===== src/rtl/alu_seq_pkg.sv =====
// alu_seq_pkg: shared definitions for the sequential ALU.
//   - 3-bit opcode constants (OP_ADD .. OP_CMP)
//   - bit positions of the {N,Z,C,V} status flags
//   - FSM state encoding
package alu_seq_pkg;

  localparam logic [2:0] OP_ADD = 3'b000;
  localparam logic [2:0] OP_SUB = 3'b001;
  localparam logic [2:0] OP_AND = 3'b010;
  localparam logic [2:0] OP_OR  = 3'b011;
  localparam logic [2:0] OP_XOR = 3'b100;
  localparam logic [2:0] OP_NOT = 3'b101;
  localparam logic [2:0] OP_MUL = 3'b110;
  localparam logic [2:0] OP_CMP = 3'b111;

  localparam int FLAG_N = 3;
  localparam int FLAG_Z = 2;
  localparam int FLAG_C = 1;
  localparam int FLAG_V = 0;

  typedef enum logic {
    ST_IDLE = 1'b0,
    ST_BUSY = 1'b1
  } state_t;

endpackage


===== src/rtl/alu_seq_mul.sv =====
// alu_seq_mul: unsigned shift-add multiplier, one partial product per cycle.
// Ports:
//   clk, rst   clock and synchronous active-high reset (aborts any operation)
//   start      load operands a/b and begin a WIDTH-step multiply
//   a, b       multiplicand / multiplier, sampled when start is high
//   done       high in the cycle whose rising edge performs the final step
//   product    2*WIDTH product as it will be after the current step; valid
//              as the final result while done is high
module alu_seq_mul
  import alu_seq_pkg::*;
#(
  parameter int WIDTH = 8
) (
  input  logic               clk,
  input  logic               rst,
  input  logic               start,
  input  logic [WIDTH-1:0]   a,
  input  logic [WIDTH-1:0]   b,
  output logic               done,
  output logic [2*WIDTH-1:0] product
);

  localparam int CW = $clog2(WIDTH + 1);

  logic [CW-1:0]      count_reg;
  logic [2*WIDTH-1:0] mcand_reg;
  logic [WIDTH-1:0]   mplier_reg;
  logic [2*WIDTH-1:0] acc_reg;
  logic [2*WIDTH-1:0] acc_next;

  // Add the shifted multiplicand whenever the current multiplier LSB is set.
  assign acc_next = acc_reg + (mplier_reg[0] ? mcand_reg : '0);

  // Exposing the next accumulator lets the top capture the product on the
  // same edge that performs the last step.
  assign product = acc_next;
  assign done    = (count_reg == CW'(1));

  always_ff @(posedge clk) begin
    if (rst) begin
      count_reg  <= '0;
      mcand_reg  <= '0;
      mplier_reg <= '0;
      acc_reg    <= '0;
    end else if (start) begin
      count_reg  <= CW'(WIDTH);
      mcand_reg  <= {{WIDTH{1'b0}}, a};
      mplier_reg <= b;
      acc_reg    <= '0;
    end else if (count_reg != '0) begin
      count_reg  <= count_reg - CW'(1);
      mcand_reg  <= mcand_reg << 1;
      mplier_reg <= mplier_reg >> 1;
      acc_reg    <= acc_next;
    end
  end

endmodule


===== src/rtl/alu_seq.sv =====
// alu_seq: clocked ALU with valid/ready handshake and registered result/flags.
// Ports:
//   clk, rst     clock and synchronous active-high reset
//   alu_sel      request valid; accepted on an edge with alu_sel && alu_ready
//   alu_order    opcode (see alu_seq_pkg), sampled at accept
//   reg_1, reg_2 operands A and B, sampled at accept
//   alu_ready    high while idle
//   alu_out      result (low half for MUL; held for CMP)
//   alu_out_hi   MUL high half, 0 after other ops (held for CMP)
//   alu_valid    one-cycle pulse when outputs have been updated
//   alu_flags    {N,Z,C,V}
// Single-cycle ops complete on the accepting edge; MUL (when MUL_EN=1) runs
// in the shift-add sub-module for WIDTH further edges.
module alu_seq
  import alu_seq_pkg::*;
#(
  parameter int WIDTH  = 8,
  parameter int MUL_EN = 1
) (
  input  logic             clk,
  input  logic             rst,
  input  logic             alu_sel,
  input  logic [2:0]       alu_order,
  input  logic [WIDTH-1:0] reg_1,
  input  logic [WIDTH-1:0] reg_2,
  output logic             alu_ready,
  output logic [WIDTH-1:0] alu_out,
  output logic [WIDTH-1:0] alu_out_hi,
  output logic             alu_valid,
  output logic [3:0]       alu_flags
);

  state_t             state_reg;
  logic [WIDTH-1:0]   out_reg;
  logic [WIDTH-1:0]   out_hi_reg;
  logic               valid_reg;
  logic [3:0]         flags_reg;

  logic               accept;
  logic               mul_start;
  logic               mul_done;
  logic [2*WIDTH-1:0] mul_product;
  logic [WIDTH-1:0]   mul_hi;
  logic [3:0]         mul_flags;

  logic [WIDTH:0]     sum_ext;
  logic [WIDTH:0]     diff_ext;
  logic [WIDTH-1:0]   res;
  logic               flag_c;
  logic               flag_v;
  logic [3:0]         res_flags;

  assign alu_ready  = (state_reg == ST_IDLE);
  assign alu_out    = out_reg;
  assign alu_out_hi = out_hi_reg;
  assign alu_valid  = valid_reg;
  assign alu_flags  = flags_reg;

  assign accept    = alu_sel && (state_reg == ST_IDLE);
  assign mul_start = accept && (alu_order == OP_MUL) && (MUL_EN != 0);

  // Single-cycle datapath. CMP shares the subtractor; MUL lands here only
  // when the multiplier is not built, giving result 0 with Z=1.
  assign sum_ext  = {1'b0, reg_1} + {1'b0, reg_2};
  assign diff_ext = {1'b0, reg_1} - {1'b0, reg_2};

  always_comb begin
    res    = '0;
    flag_c = 1'b0;
    flag_v = 1'b0;
    case (alu_order)
      OP_ADD: begin
        res    = sum_ext[WIDTH-1:0];
        flag_c = sum_ext[WIDTH];
        flag_v = (reg_1[WIDTH-1] == reg_2[WIDTH-1]) &&
                 (sum_ext[WIDTH-1] != reg_1[WIDTH-1]);
      end
      OP_SUB, OP_CMP: begin
        res    = diff_ext[WIDTH-1:0];
        // The extra top bit of the zero-extended difference is the borrow.
        flag_c = diff_ext[WIDTH];
        flag_v = (reg_1[WIDTH-1] != reg_2[WIDTH-1]) &&
                 (diff_ext[WIDTH-1] != reg_1[WIDTH-1]);
      end
      OP_AND: res = reg_1 & reg_2;
      OP_OR:  res = reg_1 | reg_2;
      OP_XOR: res = reg_1 ^ reg_2;
      OP_NOT: res = ~reg_1;
      default: res = '0;
    endcase
  end

  always_comb begin
    res_flags         = '0;
    res_flags[FLAG_N] = res[WIDTH-1];
    res_flags[FLAG_Z] = (res == '0);
    res_flags[FLAG_C] = flag_c;
    res_flags[FLAG_V] = flag_v;
  end

  // MUL flags: N from the high half, Z over the whole product, C/V flag a
  // product that does not fit in WIDTH bits.
  assign mul_hi = mul_product[2*WIDTH-1:WIDTH];

  always_comb begin
    mul_flags         = '0;
    mul_flags[FLAG_N] = mul_hi[WIDTH-1];
    mul_flags[FLAG_Z] = (mul_product == '0);
    mul_flags[FLAG_C] = (mul_hi != '0);
    mul_flags[FLAG_V] = (mul_hi != '0);
  end

  generate
    if (MUL_EN != 0) begin : g_mul
      alu_seq_mul #(
        .WIDTH(WIDTH)
      ) u_mul (
        .clk     (clk),
        .rst     (rst),
        .start   (mul_start),
        .a       (reg_1),
        .b       (reg_2),
        .done    (mul_done),
        .product (mul_product)
      );
    end else begin : g_no_mul
      assign mul_done    = 1'b0;
      assign mul_product = '0;
    end
  endgenerate

  always_ff @(posedge clk) begin
    if (rst) begin
      state_reg  <= ST_IDLE;
      out_reg    <= '0;
      out_hi_reg <= '0;
      valid_reg  <= 1'b0;
      flags_reg  <= '0;
    end else begin
      valid_reg <= 1'b0;
      case (state_reg)
        ST_IDLE: begin
          if (accept) begin
            if (mul_start) begin
              state_reg <= ST_BUSY;
            end else begin
              valid_reg <= 1'b1;
              flags_reg <= res_flags;
              if (alu_order != OP_CMP) begin
                out_reg    <= res;
                out_hi_reg <= '0;
              end
            end
          end
        end
        ST_BUSY: begin
          // Requests are ignored here; only the multiplier finishing matters.
          if (mul_done) begin
            out_reg    <= mul_product[WIDTH-1:0];
            out_hi_reg <= mul_hi;
            flags_reg  <= mul_flags;
            valid_reg  <= 1'b1;
            state_reg  <= ST_IDLE;
          end
        end
        default: state_reg <= ST_IDLE;
      endcase
    end
  end

endmodule


===== config.mk =====
export PLATFORM = sky130hd
export DESIGN_NAME = alu_seq
export DESIGN_NICKNAME = d
export VERILOG_FILES = /design/src/rtl/alu_seq_pkg.sv /design/src/rtl/alu_seq_mul.sv /design/src/rtl/alu_seq.sv
export SDC_FILE = /design/constraint.sdc
export NUM_CORES = 1
export LEC_CHECK = 0
export CORE_UTILIZATION = 63
export CTS_CLUSTER_SIZE = 8
export DETAILED_ROUTE_END_ITERATION = 10
export PLACE_DENSITY = 0.86
export SKIP_CTS_REPAIR_TIMING = 1
export SLEW_MARGIN = 20
export SYNTH_ARGS = -nofsm -noshare
export SYNTH_HDL_FRONTEND = slang
export SYNTH_SLANG_ARGS = --single-unit

===== constraint.sdc =====
create_clock -name clk -period 8.8 [get_ports clk]
set_input_delay 1.32 -clock clk [delete_from_list [all_inputs] [get_ports clk]]
set_output_delay 1.32 -clock clk [all_outputs]
set_load 0.03 [all_outputs]

==> results of run 1 <==
[worst reg2reg max path, delay by kind of cell, from the launching register on]
family          cells  cell delay (ns)
compound gates      6             1.72
xor+xnor            1             0.15
fa+ha+maj           2             0.62
flops               1             0.48
simple gates        2             0.56
[routing by layer]
metal,GRT usage (%),vias up,part of all wire [%]
met4,12.3,0,3.2
met2,55.2,197,48
met5,0,-,0
li1,-,2234,-
met1,42.0,2109,42
met3,5.69,43,6.4
[cells by family after synthesis]
kind of cell	Yosys count
buffers and inverters	67
and+or+nand+nor	238
xor gates and xnor gates	20
DFF	66
AOI/OAI and AO/OA	173
muxes	4
adders and majority gates	46
[final cells by class]
type,instances,share of cell area (%)
Clock buffer,9,2.31
Clock inverter,7,1.86
Inverter,32,2.24
Multi-Input combinational cell,481,57.7
Sequential cell,66,24.6
Tap cell,99,2.31
Timing Repair Buffer,50,8.99
[per-stage QoR]
step	std cells	total power (W)	worst slack (ns)	hold WS, ns
3_5_place_dp	728	0.000692	4.15	0.447
4_1_cts	744	0.000980	4.51	0.464
6_report	744	0.000983	4.49	0.459
3_3_place_gp	728	0.000681	4.21	0.443
2_1_floorplan	614	0.000601	4.95	0.432
5_1_grt	744	0.00103	4.32	0.481
[where the power goes]
part	switching, W	internal, W	leakage (nW)	total, W
sequential	0.0000217	0.000326	0.537	0.000348
clock	0.000132	0.000162	0.114	0.000294
combinational	0.000227	0.000115	1.56	0.000342
[cell usage in the layout (no fill, tap or decap), types with 3 or more instances in the layout]
cell type / netlist / layout
sky130_fd_sc_hd__a22oi_1: 13 / 13
sky130_fd_sc_hd__nand2b_1: 6 / 6
sky130_fd_sc_hd__o211ai_1: 4 / 4
sky130_fd_sc_hd__nor3_1: 15 / 15
sky130_fd_sc_hd__inv_1: 31 / 31
sky130_fd_sc_hd__and3_1: 3 / 3
sky130_fd_sc_hd__a21oi_1: 56 / 56
sky130_fd_sc_hd__nand4_1: 3 / 3
sky130_fd_sc_hd__nor2_1: 70 / 70
sky130_fd_sc_hd__clkdlybuf4s50_1: 0 / 43
sky130_fd_sc_hd__a21o_1: 9 / 9
sky130_fd_sc_hd__nand3_1: 7 / 7
sky130_fd_sc_hd__fa_1: 3 / 3
sky130_fd_sc_hd__clkbuf_8: 0 / 9
sky130_fd_sc_hd__a211o_1: 3 / 3
sky130_fd_sc_hd__mux2i_1: 3 / 3
sky130_fd_sc_hd__nor2b_1: 3 / 3
sky130_fd_sc_hd__and2_1: 17 / 17
sky130_fd_sc_hd__ha_1: 43 / 43
sky130_fd_sc_hd__o21ai_0: 21 / 20
sky130_fd_sc_hd__a211oi_1: 6 / 6
sky130_fd_sc_hd__o22ai_1: 7 / 7
sky130_fd_sc_hd__a311oi_1: 14 / 14
sky130_fd_sc_hd__xor2_1: 7 / 7
sky130_fd_sc_hd__xnor2_1: 13 / 13
sky130_fd_sc_hd__nand2_1: 92 / 92
sky130_fd_sc_hd__dfxtp_1: 66 / 66
sky130_fd_sc_hd__buf_4: 2 / 7
sky130_fd_sc_hd__a31oi_1: 4 / 4
sky130_fd_sc_hd__a221oi_1: 10 / 10
sky130_fd_sc_hd__or3_1: 3 / 3
[worst min-delay path by stage]
stage / start / to / depth (start not counted)
floorplan: g_mul.u_mul.mcand_reg[15] / g_mul.u_mul.mcand_reg[15] / 2
global placement: g_mul.u_mul.mcand_reg[15] / g_mul.u_mul.mcand_reg[15] / 2
detailed placement: alu_flags[3] / alu_flags[3] / 2
CTS: g_mul.u_mul.mcand_reg[15] / g_mul.u_mul.mcand_reg[15] / 2
global route: g_mul.u_mul.acc_reg[9] / g_mul.u_mul.acc_reg[9] / 2
finish: g_mul.u_mul.mcand_reg[15] / g_mul.u_mul.mcand_reg[15] / 2
==> summary by stage, run 1 <==
Status
The run finished with clean final reports.

Yosys
The simple-gate share of the synthesized area is 23.4%. Synthesis produced a netlist whose cell count is 614. After synthesis, the share of cell area in mux cells is 1.12%. The post-synthesis adder-cell area fraction is 12.7%. The flip-flop and latch count after synthesis is 66.

Counting flops with an async set or reset pin after synthesis yields a share of 0%. The sequential fraction of the synthesis area is 28.1%. For this run, the leading register cell type out of synthesis is sky130_fd_sc_hd__dfxtp_1. The main combinational cell family by area after synthesis is compound AO/OA/AOI/OAI gates.

The xor/xnor cell area share of the yosys netlist is 3.72%. By count the netlist is led by 92 x sky130_fd_sc_hd__nand2_1, 70 x sky130_fd_sc_hd__nor2_1, 66 x sky130_fd_sc_hd__dfxtp_1. The share of synthesized area in the top cell type comes to 28.1%.

Summing the areas of all compound-gate instances in the mapped netlist gives 24.8% of the synthesized area. After synthesis, the cell types taking the most area are sky130_fd_sc_hd__dfxtp_1 28%, sky130_fd_sc_hd__ha_1 11%, sky130_fd_sc_hd__nand2_1 7.3%, sky130_fd_sc_hd__a21oi_1 6.0%, sky130_fd_sc_hd__nor2_1 5.6%. For this run, the number of Yosys warnings is 0. The mapped netlist covers 0.00471 sq mm.

The average footprint of a synthesized cell is 7.67 sq um. The biggest area consumer among synthesized cells is sky130_fd_sc_hd__dfxtp_1. The total nets after synthesis is 682. The count of different cell masters after synthesis is 68. The count of flip-flops with a built-in enable after synthesis is 0. The most repeated cell in the gate-level netlist after synthesis is sky130_fd_sc_hd__nand2_1.

Clocking
The clock passes through at most 2 buffers. The TritonCTS clock tree is built. The CTS sink count is 66. Clock-pin slew was measured on the worst setup and hold paths at 0.08 ns. The number of buffers created by CTS is 9. The tree is rooted in a sky130_fd_sc_hd__clkbuf_8. CTS built an H-tree with a depth of 3. For the worst-skew pair, the clock arrives at the later sink with an insertion delay of 0.35 ns.

Route
After detailed routing, the number of remaining DRC violations is 0. The total wire length after detailed routing is 12500 microns. The first detailed-routing pass took 6 iterations. The total number of vias is 4583. The number of nets with antenna violations after detailed routing is 0. The initial DRC count is 328. After detailed routing, the number of vias per cell comes to 6.16. In the final routed layout, each cell accounts on average for 16.8 microns.

GRT
For this run the aggregate overflow at the end of global routing stands at 0. The number of global-route vias before repair is 4129. The number of antenna violations at the first check in global routing is 0. The first global-routing pass estimated 19800 microns of wire. Global routing consumed, over all layers together, 32.8% of the routing resources. The pin count of the biggest net entering global routing is 41.

Power and ir drop
The maximum vdd drop is 144 uV. The static leakage power is 2.21 nW. Power spread over the standard cell area amounts to 183 mW/mm^2.

Timing
The number of pins with negative max-slew slack in the final report is 0. The final critical delay including setup and external delays is 4.31 ns. The slew at the pin closest to its max-slew limit is 1.12 ns. Setup repair after global routing left no endpoint under its margin. The worst clock skew is 0.0124 ns. In the final timing run, aggregate negative setup slack is 0 ns. Static timing analysis puts the maximum clock frequency at 232 MHz. The final count of negative-setup-slack endpoints is 0. After layout, the worst path uses 49.0% of the clock period. The hold violation count in the final report came to 0. In this run the tightest slew margin relative to its limit is 25.6%.

Cells and area
Counting the fill cells in the layout gives 585. Registers take 0.00132 sq mm. The layout-stage area growth over the synthesis result is 14.1%. Summing all non-filler instances in the final layout gives an area of 0.00537 sq mm. The fraction of final layout cells sized beyond drive strength 1 is 6.20%. The final layout contains 708 nets. The multi-input combinational cells in the finished layout cover a total of 0.00310 sq mm. Once layout is complete, the utilization of the core stands at 74.1%. The antenna diode count is 0.

Floorplan
In this run the horizontal extent of the chip is 88.5 microns. After floorplanning, the core was sized to cover 0.00725 sq mm. The die boundary height is 88.5 microns. Once the floorplan was initialized, standard cells occupied 64.9% of the core. The floorplan step defined a die boundary enclosing 0.00782 sq mm. Pin placement for this block handled 44 I/O pins. In this run the core area contains 31 standard-cell rows.

Worst hold path
The worst hold path belongs to the class flop to flop.

Critical path
The critical path capture point is alu_flags[2]. The endpoint identified for the worst register-to-register timing path is alu_flags[0]. The most frequent cell on the critical path is sky130_fd_sc_hd__or4_1. The number of buffer and inverter instances along the worst setup path is 2. The critical path class is input pin to flop.

Data on the critical path is required at its endpoint by 9.08 ns. The worst register-to-register path has a depth of 11. The slowest cell on the critical path is sky130_fd_sc_hd__clkdlybuf4s50_1. The type of element capturing the critical path is a flop. The critical path crosses 11 cells after its start point. Grouping stages by cell kind, the critical path spends the most delay in simple AND/OR/NAND/NOR gates. In this run the critical register-to-register path is launched from g_mul.u_mul.mplier_reg[0]. In this design, the stage delay of the slowest critical-path cell is 0.57 ns.

The arrival time reported for the critical path endpoint is 4.59 ns. The most critical setup path has its startpoint at reg_1[3]. The critical path launch point type is an input pin. The largest fanout on the critical path is 8.

The slack of the worst reg-to-reg path is 5.17 ns. The signal on the critical path passes through clkdlybuf4s50_1 > inv_1 > ha_1 > and3_2 > a22oi_1 > a21oi_1 > xnor2_1 > a221o_1 > or4_1 > or4_1 > o211ai_2.

Flow run
Across the run, the number of max-cap violations was 0.

Placed design
The area after detailed placement is 0.00515 sq mm. The count of buffers added on input and output ports is 43. The placer's final routability congestion estimate is 0.949. The HPWL after detailed placement is 9270 microns.
Note: power is estimated with default switching activity, not from simulation.
==> run 2, diff against run 1 <==
CORE_UTILIZATION = 58   (was 63)
PLACE_DENSITY = 0.81   (was 0.86)
clock period = 4.04 ns   (was 8.8 ns; I/O delays follow)
==> summary by stage, run 2 (same netlist as run 1, synthesis figures left out) <==
Timing
The number of pins with negative max-slew slack in the final report is 0 (unchanged). The max-slew headroom at the worst pin is 34.7% (was 25.6%). The minimum setup slack in the final design is 0.391 ns (was 4.49 ns). The hold violation count in the final report is 0 (unchanged). The final critical path takes up 90.3% of the cycle. The slew at the pin closest to its max-slew limit is 0.979 ns (was 1.12 ns). The worst clock skew is 0.00451 ns (was 0.0124 ns). For this run, the top clock speed supported by timing is 274 MHz. The setup TNS came to 0 ns (unchanged).

RSZ-0062 raised after global routing: no (unchanged). The final count of negative-setup-slack endpoints is 0 (unchanged). The routed design could run at a clock period as short as 3.65 ns.

Cells and area
The area occupied by multi-input gates came to 0.00310 sq mm (unchanged). The most common cell after layout, fill and taps aside is sky130_fd_sc_hd__nand2_1 (unchanged). The number of nets at the end of the flow is 721 (was 708). The fraction of final layout cells sized beyond drive strength 1 came to 8.05% (was 6.20%). The number of non-filler instances in the completed layout is 760 (was 744). The number of inserted filler cells in the final layout is 682 (was 585).

The antenna diode count is 0 (unchanged). The layout-stage area growth over the synthesis result came to 15.1% (was 14.1%). Most frequent cells in the layout: 92 x sky130_fd_sc_hd__nand2_1, 70 x sky130_fd_sc_hd__nor2_1, 66 x sky130_fd_sc_hd__dfxtp_1, 56 x sky130_fd_sc_hd__a21oi_1 (unchanged).

The utilization after layout is 69.4% (was 74.1%). The register area is 0.00132 sq mm (unchanged).

Clocking
The insertion delay of the later-clocked pin in the worst-skew pair is 0.35 ns (about the same). The CTS H-tree depth is 3 (unchanged). The buffer levels on the longest clock path is 2 (unchanged). The CTS sink count is 66 (unchanged). The library cell used as clock root buffer is sky130_fd_sc_hd__clkbuf_8 (unchanged). The TritonCTS clock tree is built (unchanged). The clock slew seen by the registers of the worst setup and hold paths is 0.08 ns (about the same). The number of buffers created by CTS is 9 (unchanged).

Placed design
The total of buffers placed on input and output ports is 43 (unchanged). The worst setup slack before clock tree synthesis is 0.135 ns (was 4.15 ns). The HPWL after detailed placement was 9750 microns (was 9270 microns). The number of placed instances with taps included is 744 (was 728). The placer's final routability congestion estimate is 0.901 (was 0.949).

Floorplan
The boundary pin count was 44 (unchanged). The width of the chip is 92.1 microns (was 88.5 microns). The starting density of the core is 60.3% (was 64.9%). The die outline area is 0.00848 sq mm (was 0.00782 sq mm). The total core area is 0.00781 sq mm (was 0.00725 sq mm). The die boundary height was 92.1 microns (was 88.5 microns). The standard-cell row count is 32 (was 31).

Critical path
The origin of the critical flop-to-flop path was g_mul.u_mul.mplier_reg[0] (unchanged). The depth of the critical timing path with buffers and inverters included came to 11 (unchanged). The slowest cell on the critical path is sky130_fd_sc_hd__a221oi_1 (was sky130_fd_sc_hd__clkdlybuf4s50_1). The critical path launch point type was a flop (was input pin). Series of cell instances along the critical path: and2_1 > ha_1 > fa_1 > a21o_1 > a221oi_1 > o211ai_1 > a31o_2 > a21oi_1 > xnor2_1 > nand4b_1 > a32o_1 (was clkdlybuf4s50_1 > inv_1 > ha_1 > and3_2 > a22oi_1 > a21oi_1 > xnor2_1 > a221o_1 > or4_1 > or4_1 > o211ai_2). The critical path class is flop to flop (was input pin to flop).

The arrival time reported for the critical path endpoint is 3.89 ns (was 4.59 ns). The type of element capturing the critical path is a flop (unchanged). The slack of the worst reg-to-reg path is 0.39 ns (was 5.17 ns). The largest fanout on the critical path is 17 (was 8). The number of buffer and inverter instances along the worst setup path is 0 (was 2). The end of the worst register-to-register path is alu_flags[0] (unchanged). The largest stage delay on the critical path is 0.49 ns (was 0.57 ns).

The required arrival time at the worst endpoint is 4.29 ns (was 9.08 ns). The path depth of the worst reg2reg path came to 11 (unchanged). The kind of cell with the highest combined delay on the critical path is compound AO/OA/AOI/OAI gates (was simple AND/OR/NAND/NOR gates).

Power and ir drop
The net load switching power came to 0.000825 W (was 0.000381 W). The internal portion of total power is 0.00119 W (was 0.000603 W). The maximum vdd drop is 262 uV (was 144 uV). The switching power share of the total is 40.9% (was 38.7%). The sequential share of power is 37.5% (was 35.4%). The clock group share of total power is 24.5% (was 29.9%).

The total power density per cell area came to 372 mW/mm^2 (was 183 mW/mm^2). The static leakage power is 2.25 nW (was 2.21 nW). The combinational fraction of design power is 38.0% (was 34.8%).

Worst hold path
The origin of the worst min-delay path is g_mul.u_mul.mcand_reg[15] (unchanged). The class of the tightest hold or removal check is flop to flop (unchanged). The hold path endpoint is g_mul.u_mul.mcand_reg[15] (unchanged). The cell depth of the worst min-delay path is 2 (unchanged).

Route
The DRC violations left is 0 (unchanged). The number of nets with antenna violations after detailed routing came to 0 (unchanged). The initial DRC count was 360 (was 328). The total number of vias is 4621 (was 4583). The total wire length after detailed routing came to 12900 microns (was 12500 microns). The number of detailed-route iterations in the first pass is 5 (was 6).

The per-cell via count in the routed design is 6.08 (was 6.16). The wire length per cell is 17.0 microns (was 16.8 microns).

GRT
The number of antenna violations at the first check in global routing is 0 (unchanged). The number of global-route vias before repair is 4274 (was 4129). The pin count of the biggest net entering global routing was 40 (was 41). The total routing resource utilization after global routing is 31.5% (was 32.8%). The wire length of the first global-routing pass was 20900 microns (was 19800 microns). The global route total overflow was 0 (unchanged).

Flow run
The number of maximum-capacitance violations is 0 (unchanged).

Status
Result of the run: finished, final reports clean (unchanged).
## run 2: metrics by stage
step / total power, W / hold slack [ns] / cell area (sq um)
finish: 0.00202 / 0.459 / 5420
global route: 0.00214 / 0.475 / 5420
CTS: 0.00201 / 0.462 / 5420
detailed placement: 0.00153 / 0.449 / 5250
global placement: 0.00150 / 0.443 / 5250
floorplan: 0.00131 / 0.432 / 4710
## run 2: metal layers
metal | vias to the layer above | GRT usage (%) | share of wire (%)
li1 | 2258 | - | -
met1 | 2181 | 40.2 | 44
met2 | 147 | 52.1 | 47
met3 | 35 | 4.73 | 5.3
met4 | 0 | 14.7 | 3.5
met5 | - | 0 | 0
## run 2: power groups by stage
stage	clock, W	sequential, W	combinational [W]
3_3_place_gp	0	0.000767	0.000738
2_1_floorplan	0	0.000780	0.000529
4_1_cts	0.000498	0.000754	0.000762
5_1_grt	0.000526	0.000763	0.000851
3_5_place_dp	0	0.000769	0.000758
6_report	0.000494	0.000755	0.000767
## run 2: how the worst max path moves through the flow
| stage | startpoint | to | slack [ns] |
|---|---|---|---|
| 2_1_floorplan | reg_1[2] | alu_flags[2] | 0.90 |
| 3_3_place_gp | reg_2[4] | alu_flags[2] | 0.22 |
| 3_5_place_dp | reg_2[4] | alu_flags[2] | 0.14 |
| 4_1_cts | g_mul.u_mul.mplier_reg[0] | alu_flags[0] | 0.42 |
| 5_1_grt | g_mul.u_mul.mplier_reg[0] | alu_flags[0] | 0.17 |
| 6_report | g_mul.u_mul.mplier_reg[0] | alu_flags[0] | 0.39 |
## run 2: worst min-delay path: stages, from the launching register on
cell,delay [ns]
sky130_fd_sc_hd__dfxtp_1,0.32
sky130_fd_sc_hd__nand2_1,0.05
sky130_fd_sc_hd__a21oi_1,0.05
## run 2: final cells by class
cell class	count	area share, %
clock buffer	9	2.29
clock inverter	7	0.831
inverter	32	2.22
multi-input combinational	481	57.2
sequential	66	24.4
tap	102	2.35
timing repair buffer	63	10.7
==> run 3, diff against run 2 <==
CTS_CLUSTER_DIAMETER = 60   (was not set)
==> results of run 3 <==
No change in the layout: final DEF, timing and power equal those of run 2.
